[src/rtl/mac_sched.sv]
// mac_sched: walks num image/weight pairs through the mac1 datapath and streams each sum out over valid/ready.
// Optional running-argmax tracking is compiled in with `define MAC_SCHED_ARGMAX_EN.
module mac_sched #(
  parameter int ADDR_W = 6
) (
  input  logic              clk,
  input  logic              rst,
  input  logic              start,
  input  logic [ADDR_W-1:0] num,
  output logic              mem_rd,
  output logic [ADDR_W-1:0] mem_addr,
  input  logic [127:0]      mem_p,
  input  logic [127:0]      mem_w,
  output logic [127:0]      mac_p,
  output logic [127:0]      mac_w,
  input  logic [19:0]       mac_s,
  output logic              res_valid,
  input  logic              res_ready,
  output logic [19:0]       res_data,
  output logic [ADDR_W-1:0] res_idx,
  output logic              busy,
  output logic              done,
  output logic [19:0]       max_s,
  output logic [ADDR_W-1:0] max_idx
);

  typedef enum logic [2:0] {IDLE, FETCH, LOAD, CAPT, OUT, DONE} state_t;

  state_t            state, state_nxt;
  logic [ADDR_W-1:0] num_q;
  logic [ADDR_W-1:0] idx;
  logic [ADDR_W-1:0] idx_inc;
  logic              hs;
  logic              run_go;

  assign idx_inc = idx + 1'b1;
  assign hs      = res_valid && res_ready;
  assign run_go  = (state == IDLE) && start;

  always_ff @(posedge clk or posedge rst) begin
    if (rst) state <= IDLE;
    else     state <= state_nxt;
  end

  always_comb begin
    state_nxt = state;
    mem_rd    = 1'b0;
    mem_addr  = '0;
    busy      = 1'b1;
    done      = 1'b0;
    case (state)
      IDLE: begin
        busy = 1'b0;
        if (start) state_nxt = (num != '0) ? FETCH : DONE;
      end
      FETCH: begin
        mem_rd    = 1'b1;
        mem_addr  = idx;
        state_nxt = LOAD;
      end
      LOAD: state_nxt = CAPT;
      CAPT: state_nxt = OUT;
      OUT: begin
        if (hs) state_nxt = (idx_inc == num_q) ? DONE : FETCH;
      end
      DONE: begin
        done      = 1'b1;
        state_nxt = IDLE;
      end
      default: state_nxt = IDLE;
    endcase
  end

  always_ff @(posedge clk or posedge rst) begin
    if (rst) begin
      num_q     <= '0;
      idx       <= '0;
      mac_p     <= '0;
      mac_w     <= '0;
      res_valid <= 1'b0;
      res_data  <= '0;
      res_idx   <= '0;
    end else begin
      if (run_go) begin
        num_q <= num;
        idx   <= '0;
      end
      if (state == LOAD) begin
        mac_p <= mem_p;
        mac_w <= mem_w;
      end
      // mac_s is combinational from mac_p, so it is settled by the end of CAPT
      if (state == CAPT) begin
        res_data  <= mac_s;
        res_idx   <= idx;
        res_valid <= 1'b1;
      end
      if (state == OUT && hs) begin
        res_valid <= 1'b0;
        idx       <= idx_inc;
      end
    end
  end

`ifdef MAC_SCHED_ARGMAX_EN
  logic [19:0]       max_q;
  logic [ADDR_W-1:0] max_idx_q;

  // strict compare keeps the lower index on ties; index 0 always seeds the max
  always_ff @(posedge clk or posedge rst) begin
    if (rst) begin
      max_q     <= '0;
      max_idx_q <= '0;
    end else if (run_go) begin
      max_q     <= '0;
      max_idx_q <= '0;
    end else if (state == CAPT && (mac_s > max_q || idx == '0)) begin
      max_q     <= mac_s;
      max_idx_q <= idx;
    end
  end

  assign max_s   = max_q;
  assign max_idx = max_idx_q;
`else
  assign max_s   = '0;
  assign max_idx = '0;
`endif

endmodule
[config.mk]
export PLATFORM = sky130hd
export DESIGN_NAME = mac_sched
export DESIGN_NICKNAME = d
export VERILOG_FILES = /design/src/rtl/mac_sched.sv
export SDC_FILE = /design/constraint.sdc
export NUM_CORES = 1
export LEC_CHECK = 0
export CORE_AREA = 2 2 234 236
export CTS_CLUSTER_DIAMETER = 60
export DETAILED_ROUTE_END_ITERATION = 12
export DIE_AREA = 0 0 236 238
export HOLD_SLACK_MARGIN = 0.08
export PLACE_DENSITY = 0.55
export REMOVE_ABC_BUFFERS = 1
export SLEW_MARGIN = 20
export SYNTH_ARGS = -nofsm -noshare
export SYNTH_HDL_FRONTEND = slang
export SYNTH_SLANG_ARGS = --single-unit
export TNS_END_PERCENT = 50
[constraint.sdc]
create_clock -name clk -period 9.6 [get_ports clk]
set_input_delay 1.92 -clock clk [delete_from_list [all_inputs] [get_ports clk]]
set_output_delay 1.92 -clock clk [all_outputs]
set_load 0.1 [all_outputs]
; Yosys cells after proc, flatten, opt, wreduce, memory -nomap -nowiden
; Index checks and enable logic that the tools add are counted.
[op_classes]
addsub = 1
n_eq_ne = 8
mux = 13
reduce_logical = 8
[ops]
columns = operator, n
row1 = 6-bit two-way mux, 3
row2 = 3-bit case mux with 5 select lines, 1
row3 = 3-bit two-way mux, 4
row4 = "6-bit by 1-bit adder with 6-bit output, second input constant", 1
row5 = "3-bit by 2-bit equality test with 1-bit output, second input constant", 2
row6 = "3-bit equality test, second input constant", 2
row7 = 6-bit equality test, 1
row8 = 6-bit nonzero test, 1
row9 = 1-bit two-way mux, 5
row10 = "2-bit != test, second input constant", 2
row11 = 2-bit nonzero test, 2
row12 = "3-bit by 1-bit equality test with 1-bit output, second input constant", 1
row13 = 1-bit logical AND, 3
row14 = 3-bit logical NOT, 1
row15 = 2-bit AND reduction, 1
[totals]
register_bits = 298
input_bits = 286
output_inout_bits = 318
elab_cells = 38

; Logic depth before layout (Yosys ltp)
; Gate-level depths: netlist (run 1).
[logic_depth]
word_depth = 5
depth_mapped = 6
mapped_depth_nobuf = 5

; Worst setup path after synthesis (run 1)
; No wires, ideal clock.
[synth_path]
path_kind = register to output
startpoint = register state[0]
endpoint = output mem_addr[0]
arrival_time_ns = 3.988
required_time_ns = 7.680
slack_ns = 3.692
path_stages_with_launch = 4
path_buffers = 1
cell_sequence = dfrtp_1 buf_2 nor3b_1 and2_1
[synth_via]
elab_chain_len = 2
[synth_lines]
columns = item, line
row1 = start: declaration, 29  ; state_t state, state_nxt;
row2 = start signal: assignment, 42  ; else state <= state_nxt;
row3 = 3-bit by 1-bit equality test with 1-bit output, 51  ; case (state)
row4 = 6-bit two-way mux, 51
row5 = end: declaration, 11  ; output logic [ADDR_W-1:0] mem_addr,
; No other way between the ends.

; Worst setup path in the final report (run 1)
[layout_path]
startpoint = register state[0]
endpoint = output mem_addr[3]
; Same word-level chain as after synthesis.

==> results of run 1 <==
==> final cells by class <==
class | count | area (sq um)
fill | 5181 | 34200
inverter | 2 | 15.0
sequential | 298 | 7460
timing repair buffer | 584 | 5840
antenna | 1 | 2.50
clock buffer | 55 | 1160
tap | 696 | 871
clock inverter | 9 | 103
multi-input combinational | 385 | 3810
==> metal layers <==
metal | GRT usage (%) | routed length [um]
met5 | 0 | 7
met4 | 4.13 | 848
met3 | 4.97 | 3280
met2 | 21.0 | 17400
met1 | 13.1 | 13000
==> placed cells by master, fill, tap and decap left out, types with 2 or more instances in the layout <==
cell,n
a21oi_1,3
and2_1,7
and3_1,2
buf_4,6
bufinv_16,2
clkbuf_1,6
clkbuf_16,41
clkbuf_8,8
clkdlybuf4s50_1,577
clkinv_2,5
conb_1,26
dfrtp_1,298
mux2_2,287
nand2_1,12
nand3_1,2
nor2b_1,2
nor3_1,5
o21ai_0,8
o22ai_1,2
or3_1,2
xnor2_1,6
xor2_1,3
==> kinds of logic after synthesis <==
family,Yosys count,synth area share [%]
AO/OA/AOI/OAI,17,0.852
XOR/XNOR,9,0.680
adder cells (fa/ha/maj),1,0.108
buffers and inverters,63,3.74
flip-flops,298,64.3
multiplexers,287,27.9
other,1,0.0323
AND/OR/NAND/NOR,45,2.42
==> flip-flops by register name, summed over array words and instances, names as in the netlist <==
name and flops:
idx 6, mac_p 128, mac_w 128, num_q 6, res_data 20, res_idx 6, res_valid 1, state 3
==> synth_stat cells <==
cell	instances	area (sq um)
a21oi_1	3	15.0
a22o_1	1	8.76
a31o_2	1	8.76
a31oi_1	1	6.26
and2_0	1	6.26
and2_1	7	43.8
and3_1	2	12.5
and3b_1	1	8.76
buf_2	11	55.1
buf_4	49	368
clkbuf_1	1	3.75
conb_1	1	3.75
dfrtp_1	298	7460
ha_1	1	12.5
inv_1	2	7.51
mux2_2	287	3230
nand2_1	12	45.0
nand3_1	2	10.0
nand3b_1	1	7.51
nor2_1	1	3.75
nor2_2	1	6.26
nor2b_1	2	12.5
nor3_1	5	25.0
nor3b_1	1	7.51
nor3b_2	2	25.0
nor4_1	1	6.26
nor4b_1	1	8.76
nor4b_4	1	23.8
o21a_1	1	7.51
o21ai_0	8	40.0
o22ai_1	2	12.5
or2_2	1	6.26
or3_1	2	12.5
or3b_1	1	8.76
xnor2_1	6	52.6
xor2_1	3	26.3
==> tightest hold or removal path, delay by kind of cell (launching register included) <==
family / cells / cell delay [ns]
DFF: 1 / 0.34
AOI/OAI and AO/OA: 1 / 0.06
and+or+nand+nor: 1 / 0.05
==> how the worst max path moves through the flow <==
stage	endpoint	slack, ns	cells after the start
3_5_place_dp	mem_addr[3]	5.14	3
5_1_grt	mem_addr[3]	4.38	3
3_3_place_gp	mem_addr[5]	5.22	3
4_1_cts	mem_addr[3]	4.53	3
2_1_floorplan	mac_p[0]$_DFFE_PP0P_	-1.98	2
6_report	mem_addr[3]	4.58	3
==> per-stage QoR <==
stage          area (sq um)  util (%)
2_1_floorplan         11300         -
5_1_grt               19300      36.0
3_3_place_gp          18000      33.6
6_report              19300      36.0
4_1_cts               19300      36.0
3_5_place_dp          18000      33.6
==> impl_results.md, run 1 <==
* WHS Endpoint: res_idx[5]$_DFFE_PP0P_
* Vias per inst at 3.96
* Share of cells above drive strength 1 at 26.9%
* Die Width at between 200 and 250 um
* Routed wire per std cell at around 17 um
* CTS tree: done
* CP Capture Type: output port
* Rows at 85
* CP delay by family, top: buffers and inverters
* DIE HEIGHT at around 240 um
* Pin count of the biggest net entering global routing at 131
* Clock buffer depth at 3
* DR iter-0 viols at 189
* All-Layer GR Usage at 12.0%
* Cell count after synthesis at 721
* Crit-path max cell delay at roughly 1.1 ns
* R2R depth at 5
* Setup WS pre-CTS at about 5.1 ns
* Hold path depth at 2
* Unique masters post-synth at 36
* Worst endpoint data arrival time at 3.10 ns
* Vias at 8046
* Max-slew headroom at 28.8%
* Cts hold-fix bufs at 0
* Initial antenna violation count at 2
* WL final at 34.6 mm
* Vias in the first global route at 8712
* Critical Path Source Type: flop
* Clk_skew at 0.00718 ns
* Final nets at 1596
* Syn Area/Cell at 16.1 sq um
* Die Footprint at 56200 sq um
* Yosys Warn Count at 0
* Final-report setup violation count at 0
* CP Buf/Inv Count at 1
* Fmax at 199 MHz
* Outcome: completed
* CP max stage cell: clkdlybuf4s50_1
* DR pass1 iterations at 4
* Final Hold Vio Count at 0
* # DRC at 0
* Register bit total from synthesis at 298
* Worst hold path class: reg -> reg
* Final Critical Period at 5.02 ns
* Worst-path clk slew at 0.05 ns
* Reg2reg setup slack at 5.91 ns
* Reg2reg start: state[1]$_DFFE_PP0P_
* Placed insts at around 2000
* Post-Syn Area at 11600 sq um
* Max cap viols at 0
* Antenna Nets Post-Route at 0
* Unrepaired setup endpoints after global routing: false
* Register area share after synthesis at 64.3%
* Slew @ Worst Pin at roughly 1.1 ns
* Clk root buf: clkbuf_16
* Worst-Skew Late Latency at 0.53 ns
* Max-slew violation count at 0
* Critical Path RT at 7.68 ns
* Clock sinks at 298
* Fin Setup TNS at 0 ns
* Reg2Reg Capture Point: mac_w[25]$_DFFE_PP0P_
* CP Cell Sequence: nor3b_1, and2_1, clkdlybuf4s50_1
* Post_cts resized at 0
* Global-route wire length before repair at 52.7 mm
* CTS buffer count at 38
* Core area at 53500 sq um
* Crit path from: state[0]$_DFFE_PP0P_
* GRT overflow at 0
* Synth-to-Final Area Change at 66.0%
* Setup bufs post-CTS at 0
* Final std cells w/o fill at 2030
* Worst hold margin at 0.481 ns
* Post-route setup slack at 4.58 ns
* Tcrit/Tclk final at approximately 52%
* Crit Path Class: reg -> out
* GP Congestion at 0.835
* I/O pin total at 604
* CP max FO at 11
* Detail Placement HPWL at 25.5 mm
* H-Tree Depth at 2
* Hold Crit Start: res_idx[5]$_DFFE_PP0P_
* Initial Util at 21.7%
* Count of input and output buffers at 577
Power of run 1 is left out: the tool's default activity adds up to more than one toggle a clock period on the data nets, which glitch-free logic cannot reach.
==> run 2: changes to the inputs <==
Settings changed: PLACE_DENSITY 0.55 to 0.53.
Clock period 9.6 ns to 4.8 ns, I/O delays scaled along.
==> run 2 against run 1 <==
Compared with the run above: setup slack worse by 3.9 ns; die area unchanged; final cell count about the same; non-clock buffer count up 2; sequential cell count unchanged; register-to-register slack worse by 3.4 ns; first-iteration DRC count up 0.53%; cell area up 0.29%; utilization up 0.11 points; count of clock-buffer cells in the layout down 1.
==> impl_results.md, run 2 (synthesis results as in run 1) <==
* All-Layer GR Usage at 12.4% (+0.35 points)
* Vias in the first global route at 8882 (+2.0%)
* Worst endpoint data arrival time at 3.11 ns (about the same)
* Setup bufs post-CTS at 0 (unchanged)
* Initial antenna violation count at 0 (-2)
* Vias at 8014 (-0.40%)
* Synth-to-Final Area Change at 66.5%
* Worst hold margin at 0.487 ns (+0.00662 ns)
* I/O pin total at 604 (unchanged)
* Post-route cell area at 19300 sq um (+0.29%)
* CTS tree: done
* Outcome: completed
* Core area at 53500 sq um (unchanged)
* CP max FO at 11 (unchanged)
* Worst-Skew Late Latency at 0.53 ns (about the same)
* WL final at 35.7 mm (+3.2%)
* Count of input and output buffers at 577 (unchanged)
* Slew @ Worst Pin at 1.06 ns (+0.000315 ns)
* Die Footprint at 56200 sq um (unchanged)
* Worst-path clk slew at 0.06 ns (about the same)
* H-Tree Depth at 2 (unchanged)
* Final Critical Period at 4.07 ns
* Vias per inst at 3.94 (-0.50%)
* Antenna diodes at 0 (-1)
* Global-route wire length before repair at 53.9 mm (+2.3%)
* Commonest non-fill, non-tap cell in the layout: clkdlybuf4s50_1
* Post_cts resized at 0 (unchanged)
* DIE HEIGHT at 238 um (unchanged)
* Layout fillers at 5168 (-0.25%)
* Clock sinks at 298 (unchanged)
* Pin count of the biggest net entering global routing at 134 (+2.3%)
* Clk_skew at 0.00953 ns (+0.00235 ns)
* Final nets at 1597 (+0.063%)
* Top Registers: mac_p (128), mac_w (128), res_data (20)
* Share of cells above drive strength 1 at 26.9% (about the same)
* Cts hold-fix bufs at 0 (unchanged)
* Critical Path RT at 3.84 ns (-3.84 ns)
* Final Hold Vio Count at 0 (unchanged)
* Commonest cells after routing, fill and taps aside: 577 x clkdlybuf4s50_1, 298 x dfrtp_1, 287 x mux2_2, 39 x clkbuf_16, 26 x conb_1
* # DRC at 0 (unchanged)
* CTS buffer count at 37 (-2.6%)
* Routed wire per std cell at 17.6 um (+3.1%)
* Fin Setup TNS at 0 ns (unchanged)
* DR iter-0 viols at 190 (+0.53%)
* Worst hold path class: reg -> reg
* Max cap viols at 0 (unchanged)
* Area after DPL at 18000 sq um (+0.29%)
* Critical Path Source Type: flop
* Crit Path Class: reg -> out
* Detail Placement HPWL at 26.5 mm (+4.0%)
* Max-slew headroom at 28.8% (about the same)
* Rows at 85 (unchanged)
* Final-report setup violation count at 0 (unchanged)
* Tcrit/Tclk final at 84.8%
* Die Width at 236 um (unchanged)
* Fmax at 246 MHz
* DR pass1 iterations at 4 (unchanged)
* Max-slew violation count at 0 (unchanged)
* Unrepaired setup endpoints after global routing: false
* GP Congestion at 0.768 (-8.0%)
* GRT overflow at 0 (unchanged)
* Initial Util at 21.7% (unchanged)
* CP Capture Type: output port
* Clk root buf: clkbuf_16
* Antenna Nets Post-Route at 0 (unchanged)
* Clock buffer depth at 3 (unchanged)
-- run 2: cell count changes in the layout (fill, tap and decap cells not counted) --
| cell | change |
|---|---|
| bufinv_16 | +2 |
| clkbuf_16 | -2 |
| diode_2 | -1 |
| clkbuf_8 | -1 |
| clkinv_4 | -1 |
| buf_12 | +3 |
| buf_4 | -1 |
| clkinv_2 | -1 |
| clkinvlp_4 | +1 |
| inv_6 | +1 |
| clkbuf_1 | +2 |
-- run 2: area by class of cell --
| class | instances | area [sq um] | area share (%) |
|---|---|---|---|
| clock inverters | 11 | 165 | 0.855 |
| multi-input cells | 385 | 3810 | 19.7 |
| inverters | 2 | 15.0 | 0.0778 |
| clock buffers | 54 | 1100 | 5.71 |
| well taps | 696 | 871 | 4.51 |
| flip-flops and latches | 298 | 7460 | 38.6 |
| repair buffers | 586 | 5890 | 30.5 |
-- run 2: worst paths after layout --
kind                                   startpoint                     end  slack [ns]  depth (start not counted)
max                          state[0]$_DFFE_PP0P_             mem_addr[0]        0.73                          3
max in group asynchronous                     rst   mac_w[26]$_DFFE_PP0P_        2.88                          3
min reg2reg                res_idx[5]$_DFFE_PP0P_  res_idx[5]$_DFFE_PP0P_        0.49                          2
max reg2reg                  state[1]$_DFFE_PP0P_   mac_w[47]$_DFFE_PP0P_        2.52                          3
min                        res_idx[5]$_DFFE_PP0P_  res_idx[5]$_DFFE_PP0P_        0.49                          2
min in group asynchronous                     rst    mac_p[2]$_DFFE_PP0P_        0.96                          2
-- run 2: layer usage --
metal | wire length [um] | GRT usage (%)
met5 | 0 | 0
met4 | 923 | 4.38
met3 | 3110 | 4.50
met2 | 18400 | 22.2
met1 | 13300 | 13.4
-- run 2: per-stage QoR --
stage,util [%],setup slack [ns],cells
after global placement,33.7,1.38,1967
final,36.1,0.730,2032
after global routing,36.1,0.563,2032
after detailed placement,33.7,1.28,1967
after floorplan,-,-6.78,685
after CTS,36.1,0.681,2032
-- run 2: critical path, cell delays in order, from the launching register on --
cell	delay [ns]
dfrtp_1	0.60
nor3b_1	0.63
and2_1	0.22
clkdlybuf4s50_1	1.13
Power of run 2 is left out for the same reason.
